$ cat src/rtl/hazard_pkg.sv
// ---------------------------------------------------------------------------
// hazard_pkg
// Shared types and helpers for the pipeline hazard resolver.
//   hz_state_t  : resolver FSM states (RUN, LU_STALL, FLUSH, FREEZE)
//   fwd_sel_t   : forwarding mux select encoding
//   hz_ctrl_t   : bundle of pipeline-register control outputs
//   fwd_select  : RAW-flag priority encoder (EX > MEM > WB > register file)
//   event_state : state requested by the non-freeze events (branch > nop)
//   decode_ctrl : Moore decode of a state into the control bundle
// ---------------------------------------------------------------------------
package hazard_pkg;

    typedef enum logic [1:0] {
        RUN      = 2'd0,
        LU_STALL = 2'd1,
        FLUSH    = 2'd2,
        FREEZE   = 2'd3
    } hz_state_t;

    typedef enum logic [1:0] {
        FWD_RF  = 2'd0,
        FWD_WB  = 2'd1,
        FWD_MEM = 2'd2,
        FWD_EX  = 2'd3
    } fwd_sel_t;

    typedef struct packed {
        logic pc_stall;
        logic if_id_stall;
        logic if_id_flush;
        logic id_ex_flush;
        logic ex_mem_stall;
        logic mem_wb_stall;
    } hz_ctrl_t;

    // While a load-use stall is requested the ID instruction is re-issued
    // next cycle, so whatever it forwards now is irrelevant: use the RF.
    function automatic fwd_sel_t fwd_select(
        input logic raw_a,
        input logic raw_b,
        input logic raw_c,
        input logic nop
    );
        fwd_sel_t sel;
        if (nop)        sel = FWD_RF;
        else if (raw_a) sel = FWD_EX;
        else if (raw_b) sel = FWD_MEM;
        else if (raw_c) sel = FWD_WB;
        else            sel = FWD_RF;
        return sel;
    endfunction

    // A taken branch discards the younger instruction, so it beats a
    // load-use stall of that same instruction.
    function automatic hz_state_t event_state(
        input logic branch_taken,
        input logic nop
    );
        hz_state_t st;
        if (branch_taken) st = FLUSH;
        else if (nop)     st = LU_STALL;
        else              st = RUN;
        return st;
    endfunction

    function automatic hz_ctrl_t decode_ctrl(input hz_state_t st);
        hz_ctrl_t c;
        c = '0;
        case (st)
            LU_STALL: begin
                c.pc_stall    = 1'b1;
                c.if_id_stall = 1'b1;
                c.id_ex_flush = 1'b1;
            end
            FLUSH: begin
                c.if_id_flush = 1'b1;
                c.id_ex_flush = 1'b1;
            end
            FREEZE: begin
                c.pc_stall     = 1'b1;
                c.if_id_stall  = 1'b1;
                c.ex_mem_stall = 1'b1;
                c.mem_wb_stall = 1'b1;
            end
            default: c = '0;
        endcase
        return c;
    endfunction

endpackage

$ cat src/rtl/fwd_mux.sv
// ---------------------------------------------------------------------------
// fwd_mux
// Combinational forwarding mux for one ID-stage source operand.
// Ports:
//   raw_a/raw_b/raw_c : operand matches EX / MEM / WB destination
//   nop               : load-use stall request (suppresses forwarding)
//   rd_rf             : register-file read data
//   wd_ex/wd_mem/wd_wb: in-flight write-back values
//   rd_fwd            : selected operand
// ---------------------------------------------------------------------------
module fwd_mux
    import hazard_pkg::*;
#(
    parameter int DW = 32
) (
    input  logic          raw_a,
    input  logic          raw_b,
    input  logic          raw_c,
    input  logic          nop,
    input  logic [DW-1:0] rd_rf,
    input  logic [DW-1:0] wd_ex,
    input  logic [DW-1:0] wd_mem,
    input  logic [DW-1:0] wd_wb,
    output logic [DW-1:0] rd_fwd
);

    fwd_sel_t sel;

    always_comb begin
        sel = fwd_select(raw_a, raw_b, raw_c, nop);
        case (sel)
            FWD_EX:  rd_fwd = wd_ex;
            FWD_MEM: rd_fwd = wd_mem;
            FWD_WB:  rd_fwd = wd_wb;
            default: rd_fwd = rd_rf;
        endcase
    end

endmodule

$ cat src/rtl/hazard_resolver.sv
// ---------------------------------------------------------------------------
// hazard_resolver
// Acts on RAW / load-use hazard flags for a five-stage pipeline: forwards
// ID operands, drives stall/flush enables of the pipeline registers,
// arbitrates bus wait > taken branch > load-use, and keeps saturating
// stall/flush counters plus a sticky consecutive-stall watchdog.
// Ports:
//   clk, rst_n                  : clock, asynchronous active-low reset
//   RAW_{A,B,C}_rR{1,2}         : per-operand EX/MEM/WB match flags
//   nop                         : load-use stall request
//   branch_taken_EX             : taken branch/jump in EX
//   bus_wait                    : memory not ready, freeze everything
//   rD1_ID, rD2_ID              : register-file read data
//   wD_EX, wD_MEM, wD_WB        : in-flight write-back values
//   rD1_fwd, rD2_fwd            : forwarded operands
//   pc_stall ... mem_wb_stall   : pipeline-register controls
//   stall_cnt, flush_cnt        : performance counters (saturating)
//   stall_err                   : sticky watchdog flag
// ---------------------------------------------------------------------------
module hazard_resolver
    import hazard_pkg::*;
#(
    parameter int DW        = 32,
    parameter int CNT_W     = 32,
    parameter int MAX_STALL = 15
) (
    input  logic             clk,
    input  logic             rst_n,
    input  logic             RAW_A_rR1,
    input  logic             RAW_A_rR2,
    input  logic             RAW_B_rR1,
    input  logic             RAW_B_rR2,
    input  logic             RAW_C_rR1,
    input  logic             RAW_C_rR2,
    input  logic             nop,
    input  logic             branch_taken_EX,
    input  logic             bus_wait,
    input  logic [DW-1:0]    rD1_ID,
    input  logic [DW-1:0]    rD2_ID,
    input  logic [DW-1:0]    wD_EX,
    input  logic [DW-1:0]    wD_MEM,
    input  logic [DW-1:0]    wD_WB,
    output logic [DW-1:0]    rD1_fwd,
    output logic [DW-1:0]    rD2_fwd,
    output logic             pc_stall,
    output logic             if_id_stall,
    output logic             if_id_flush,
    output logic             id_ex_flush,
    output logic             ex_mem_stall,
    output logic             mem_wb_stall,
    output logic [CNT_W-1:0] stall_cnt,
    output logic [CNT_W-1:0] flush_cnt,
    output logic             stall_err
);

    localparam int CONS_W = (MAX_STALL < 2) ? 1 : $clog2(MAX_STALL + 1);
    localparam logic [CONS_W-1:0] CONS_MAX = CONS_W'(MAX_STALL);

    // ---------------- forwarding ----------------
    logic [DW-1:0] rd1_mux;
    logic [DW-1:0] rd2_mux;

    fwd_mux #(.DW(DW)) u_fwd_rs1 (
        .raw_a  (RAW_A_rR1),
        .raw_b  (RAW_B_rR1),
        .raw_c  (RAW_C_rR1),
        .nop    (nop),
        .rd_rf  (rD1_ID),
        .wd_ex  (wD_EX),
        .wd_mem (wD_MEM),
        .wd_wb  (wD_WB),
        .rd_fwd (rd1_mux)
    );

    fwd_mux #(.DW(DW)) u_fwd_rs2 (
        .raw_a  (RAW_A_rR2),
        .raw_b  (RAW_B_rR2),
        .raw_c  (RAW_C_rR2),
        .nop    (nop),
        .rd_rf  (rD2_ID),
        .wd_ex  (wD_EX),
        .wd_mem (wD_MEM),
        .wd_wb  (wD_WB),
        .rd_fwd (rd2_mux)
    );

    // ---------------- state ----------------
    hz_state_t         state_q, state_d;
    hz_state_t         pend_q, pend_d;      // event latched on FREEZE entry
    logic [CNT_W-1:0]  stall_cnt_q, stall_cnt_d;
    logic [CNT_W-1:0]  flush_cnt_q, flush_cnt_d;
    logic [CONS_W-1:0] consec_q, consec_d;
    logic              stall_err_q, stall_err_d;
    logic              stall_cycle;
    logic              flush_cycle;
    hz_ctrl_t          ctrl;

    always_comb begin
        state_d = state_q;
        pend_d  = pend_q;
        if (bus_wait) begin
            state_d = FREEZE;
            if (state_q != FREEZE) begin
                pend_d = event_state(branch_taken_EX, nop);
            end
        end else if (state_q == FREEZE && pend_q != RUN) begin
            // Replay the event that was waiting behind the bus stall.
            state_d = pend_q;
        end else begin
            state_d = event_state(branch_taken_EX, nop);
        end
    end

    always_comb begin
        stall_cycle = (state_d == LU_STALL) || (state_d == FREEZE);
        flush_cycle = (state_d == FLUSH);

        stall_cnt_d = stall_cnt_q;
        if (stall_cycle && stall_cnt_q != '1) begin
            stall_cnt_d = stall_cnt_q + CNT_W'(1);
        end

        // Every FLUSH cycle stands for exactly one taken branch.
        flush_cnt_d = flush_cnt_q;
        if (flush_cycle && flush_cnt_q != '1) begin
            flush_cnt_d = flush_cnt_q + CNT_W'(1);
        end

        consec_d = '0;
        if (stall_cycle) begin
            consec_d = (consec_q == CONS_MAX) ? consec_q : consec_q + CONS_W'(1);
        end
        stall_err_d = stall_err_q | (consec_d == CONS_MAX);
    end

    always_ff @(posedge clk or negedge rst_n) begin
        if (!rst_n) begin
            state_q     <= RUN;
            pend_q      <= RUN;
            stall_cnt_q <= '0;
            flush_cnt_q <= '0;
            consec_q    <= '0;
            stall_err_q <= 1'b0;
        end else begin
            state_q     <= state_d;
            pend_q      <= pend_d;
            stall_cnt_q <= stall_cnt_d;
            flush_cnt_q <= flush_cnt_d;
            consec_q    <= consec_d;
            stall_err_q <= stall_err_d;
        end
    end

    // ---------------- outputs ----------------
    // Controls decode the next state so an event acts in the cycle it is
    // seen; reset forces every output low even while bus_wait is high.
    always_comb begin
        ctrl = rst_n ? decode_ctrl(state_d) : '0;
    end

    assign pc_stall     = ctrl.pc_stall;
    assign if_id_stall  = ctrl.if_id_stall;
    assign if_id_flush  = ctrl.if_id_flush;
    assign id_ex_flush  = ctrl.id_ex_flush;
    assign ex_mem_stall = ctrl.ex_mem_stall;
    assign mem_wb_stall = ctrl.mem_wb_stall;

    assign rD1_fwd   = rst_n ? rd1_mux : '0;
    assign rD2_fwd   = rst_n ? rd2_mux : '0;
    assign stall_cnt = stall_cnt_q;
    assign flush_cnt = flush_cnt_q;
    assign stall_err = stall_err_q;

endmodule
$ cat config.mk
export PLATFORM = sky130hd
export DESIGN_NAME = hazard_resolver
export DESIGN_NICKNAME = d
export VERILOG_FILES = /design/src/rtl/hazard_pkg.sv /design/src/rtl/fwd_mux.sv /design/src/rtl/hazard_resolver.sv
export SDC_FILE = /design/constraint.sdc
export NUM_CORES = 1
export LEC_CHECK = 0
export CELL_PAD_IN_SITES_DETAIL_PLACEMENT = 0
export CELL_PAD_IN_SITES_GLOBAL_PLACEMENT = 1
export CORE_ASPECT_RATIO = 0.75
export CORE_MARGIN = 2
export CORE_UTILIZATION = 28
export DETAILED_ROUTE_END_ITERATION = 7
export GPL_ROUTABILITY_DRIVEN = 0
export HOLD_SLACK_MARGIN = 0.02
export PLACE_DENSITY_LB_ADDON = 0.1
export SYNTH_ARGS = -nofsm -noshare
export SYNTH_HDL_FRONTEND = slang
export SYNTH_SLANG_ARGS = --single-unit
$ cat constraint.sdc
create_clock -name clk -period 2.8 [get_ports clk]
set_clock_uncertainty 0.2 [all_clocks]
set_input_delay 0.42 -clock clk [delete_from_list [all_inputs] [get_ports clk]]
set_output_delay 0.42 -clock clk [all_outputs]
set_load 0.005 [all_outputs]
==> results.txt <==
Netlist Area Pre-Place -> 5421 um^2
Post-synth top flop -> dfrtp_1
Num rows -> 44
Sequential fraction of design power -> 32.7%
Slew at the pin closest to its max-slew limit -> 928.9 ps
Residual DRC -> 8
Crit. End Element -> primary output
H-tree Lvls -> 3
Hold crit path type -> in2async
Critical Path RT -> 2180 ps
Number of global-route vias before repair -> 6,535
Antenna violations before repair -> 3
Most frequent cell after synthesis -> nand2_1
CTS clk-pin slew, worst paths -> 60 ps
#FFs+latches synth -> 73
Share of post-route cells with drive strength above 1 -> 10.66%
Setup WS post-layout -> -44.83 ps
Number of nets with antenna violations after routing -> 0
Max VDD drop -> 0.3357 mV
Commonest cells in the netlist -> nand2_1 (91), dfrtp_1 (73), a222oi_1 (64), o211a_1 (64), clkbuf_1 (39)
Net Sw Power -> 0.001187 W
Number of synthesized flops with an enable pin -> 0
I/O pin cnt -> 306
Finished Cell Area -> 9538 um^2
1st-iter DRT viols -> 743
Yosys top cell by area -> dfrtp_1
Clock sink count -> 73
Hpwl dp -> 18,590 um
Initial Utilization -> 28.30%
Gr ovfl total -> 0
Comb power frac -> 33.0%
First-pass GRT wire length -> 37,070 um
Syn Area/Cell -> 9.220 um^2
Cell count after synthesis -> 588
Drt wl/cell -> 20.61 um
Drt via density -> 5.649
Post-Synth Adder-Cell Area -> 1.154%
Slew Limit Headroom -> 37.87%
Max-Cap Viols -> 0
Synth top area share -> 33.69%
Crit-path max FO -> 12
FMAX -> 351.5 MHz
Sequential area share after synthesis -> 33.69%
Failing checks -> DRC, setup timing
Syn. warnings -> 0
Synth cell types -> 53
Synth Area in Simple Gates -> 24.21%
Run status -> complete, but fails checks
Num CTS Buffers -> 9
Top cells by area, synth -> dfrtp_1 (34%), a222oi_1 (12%), o211a_1 (12%), nand2_1 (6.3%), xnor2_1 (4.8%)
Final Setup Violations -> 1
Leakage -> 4.662 nW
Cell internal pwr -> 0.002968 W
Final hold violation count -> 0
DIE AREA -> 20,500 um^2
Total GRT Usage -> 23.14%
Final wirelength -> 24,030 um
Worst-Skew Late Latency -> 340 ps
Port buffer count -> 305
Net Sw Frac -> 28.57%
Synth Area in XOR/XNOR -> 9.047%
FFs w/ async S/R, synth -> 100.0%
Post-synthesis mux area share -> 0.8078%
Root buf cell -> clkbuf_16
Vias -> 6,587
Final #Nets -> 1,081
Setup slack at placement -> -494.4 ps
Critical Path AT -> 2220 ps
Worst setup SP type -> input port
Crit path time final -> 2845 ps
CTS tree -> yes
Die width -> 164.7 um
Power Density -> 435.6 nW/um^2
Area delta synth->final -> 75.93%
Max-slew violation count -> 0
Largest net degree at the start of global routing -> 45
Clock power share -> 34.3%
Largest family of logic cells by synthesized area -> compound AO/OA/AOI/OAI gates
Clock Tree Buf Depth -> 2
Final worst-path cycle share -> 101.6%
Drt pass-1 iters -> 8
Dpl cell area -> 9019 um^2
Compound-Gate Fraction of Synth Area -> 26.61%
Core Footprint -> 19,160 um^2
Die Ht -> 124.5 um
RSZ-0062 raised after global routing -> yes
Mapped Nets -> 764
Critical path class -> in2out
==> what timing repair did <==
action	CTS	global route
hold buffers	2	0
buffers inserted	3	2
endpoints found under the setup margin	70	59
pin swaps	7	24
endpoints found under the hold margin	54	0
gates resized for setup	36	29
cloned	2	0
==> power by group through the flow <==
stage / sequential [W] / clock [W] / combinational [W]
after global placement: 0.00137 / 0 / 0.00136
after global routing: 0.00138 / 0.00150 / 0.00148
final: 0.00136 / 0.00143 / 0.00137
after detailed placement: 0.00137 / 0 / 0.00137
after CTS: 0.00136 / 0.00146 / 0.00138
after floorplan: 0.00134 / 0 / 0.000538
==> cells by family after synthesis <==
group | Yosys count
simple gates | 242
compound gates | 153
flops | 73
xor+xnor | 56
buf+inv | 55
fa+ha+maj | 5
mux | 4
==> flip-flops by register name, summed over array words and instances, names as in the netlist <==
register,cells
flush_cnt,32
state_q,2
consec_q,4
stall_cnt,32
pend_q,2
stall_err,1
==> area by class of cell <==
type	instances	area, um^2
diodes	3	7.507
inverters	7	27.53
clock inverters	6	137.6
repair buffers	354	3588
fillers	1786	9620
flip-flops and latches	73	1827
clock buffers	10	229.0
multi-input cells	460	3405
well taps	253	316.6
==> cell usage in the layout (no fill, tap or decap), drive strengths merged, types with 18 or more instances in the layout <==
cell type | netlist | final
clkdlybuf4s50 | 0 | 264
nand2 | 92 | 92
dfrtp | 73 | 73
a222oi | 64 | 64
o211a | 64 | 64
buf | 7 | 52
xnor2 | 30 | 30
xor2 | 26 | 26
nand4 | 26 | 26
nand3 | 24 | 24
dlymetal6s2s | 0 | 22
nor2 | 20 | 20
nor3 | 18 | 18
==> metal layers <==
layer	up-vias	wire, um	GRT usage, %
met5	-	0	0
met4	0	498	5.678
met3	34	1850	5.461
met2	306	11630	38.49
met1	3265	10060	30.20
li1	2982	-	-
==> critical path: stages <==
cell and delay (ps):
dlygate4sd2_1 280, nor4b_4 270, buf_4 170, buf_6 160, a222oi_1 110, nand2_1 80
o211a_1 190, clkdlybuf4s50_1 530
==> path summary, 6_finish.rpt <==
check / start / end / slack (ps) / cells after the start
worst max register to register: stall_cnt[17]$_DFFE_PN0P_ / stall_cnt[1]$_DFFE_PN0P_ / 400 / 5
worst min register to register: flush_cnt[28]$_DFFE_PN0P_ / flush_cnt[28]$_DFFE_PN0P_ / 290 / 1
min in group clk: flush_cnt[28]$_DFFE_PN0P_ / flush_cnt[28]$_DFFE_PN0P_ / 290 / 1
worst max-delay path: RAW_B_rR1 / rD1_fwd[24] / -40 / 8
max in group asynchronous: rst_n / flush_cnt[0]$_DFFE_PN0P_ / 990 / 3
worst min-delay path: rst_n / stall_cnt[23]$_DFFE_PN0P_ / 70 / 3
==> metrics by stage <==
step                      total power (W)  instances  TNS (ps)  hold WS (ps)  util, %
after global routing             0.004364       1165    -451.2         97.24    49.77
after global placement           0.002727       1138    -21940         238.9    47.07
final                            0.004155       1166    -44.83         71.29    49.78
after floorplan                  0.001880        588         0        -75.59        -
after CTS                        0.004196       1161    -505.9         80.34    49.41
after detailed placement         0.002745       1138    -23860         246.3    47.07
Power figures use the tool's default switching activity.
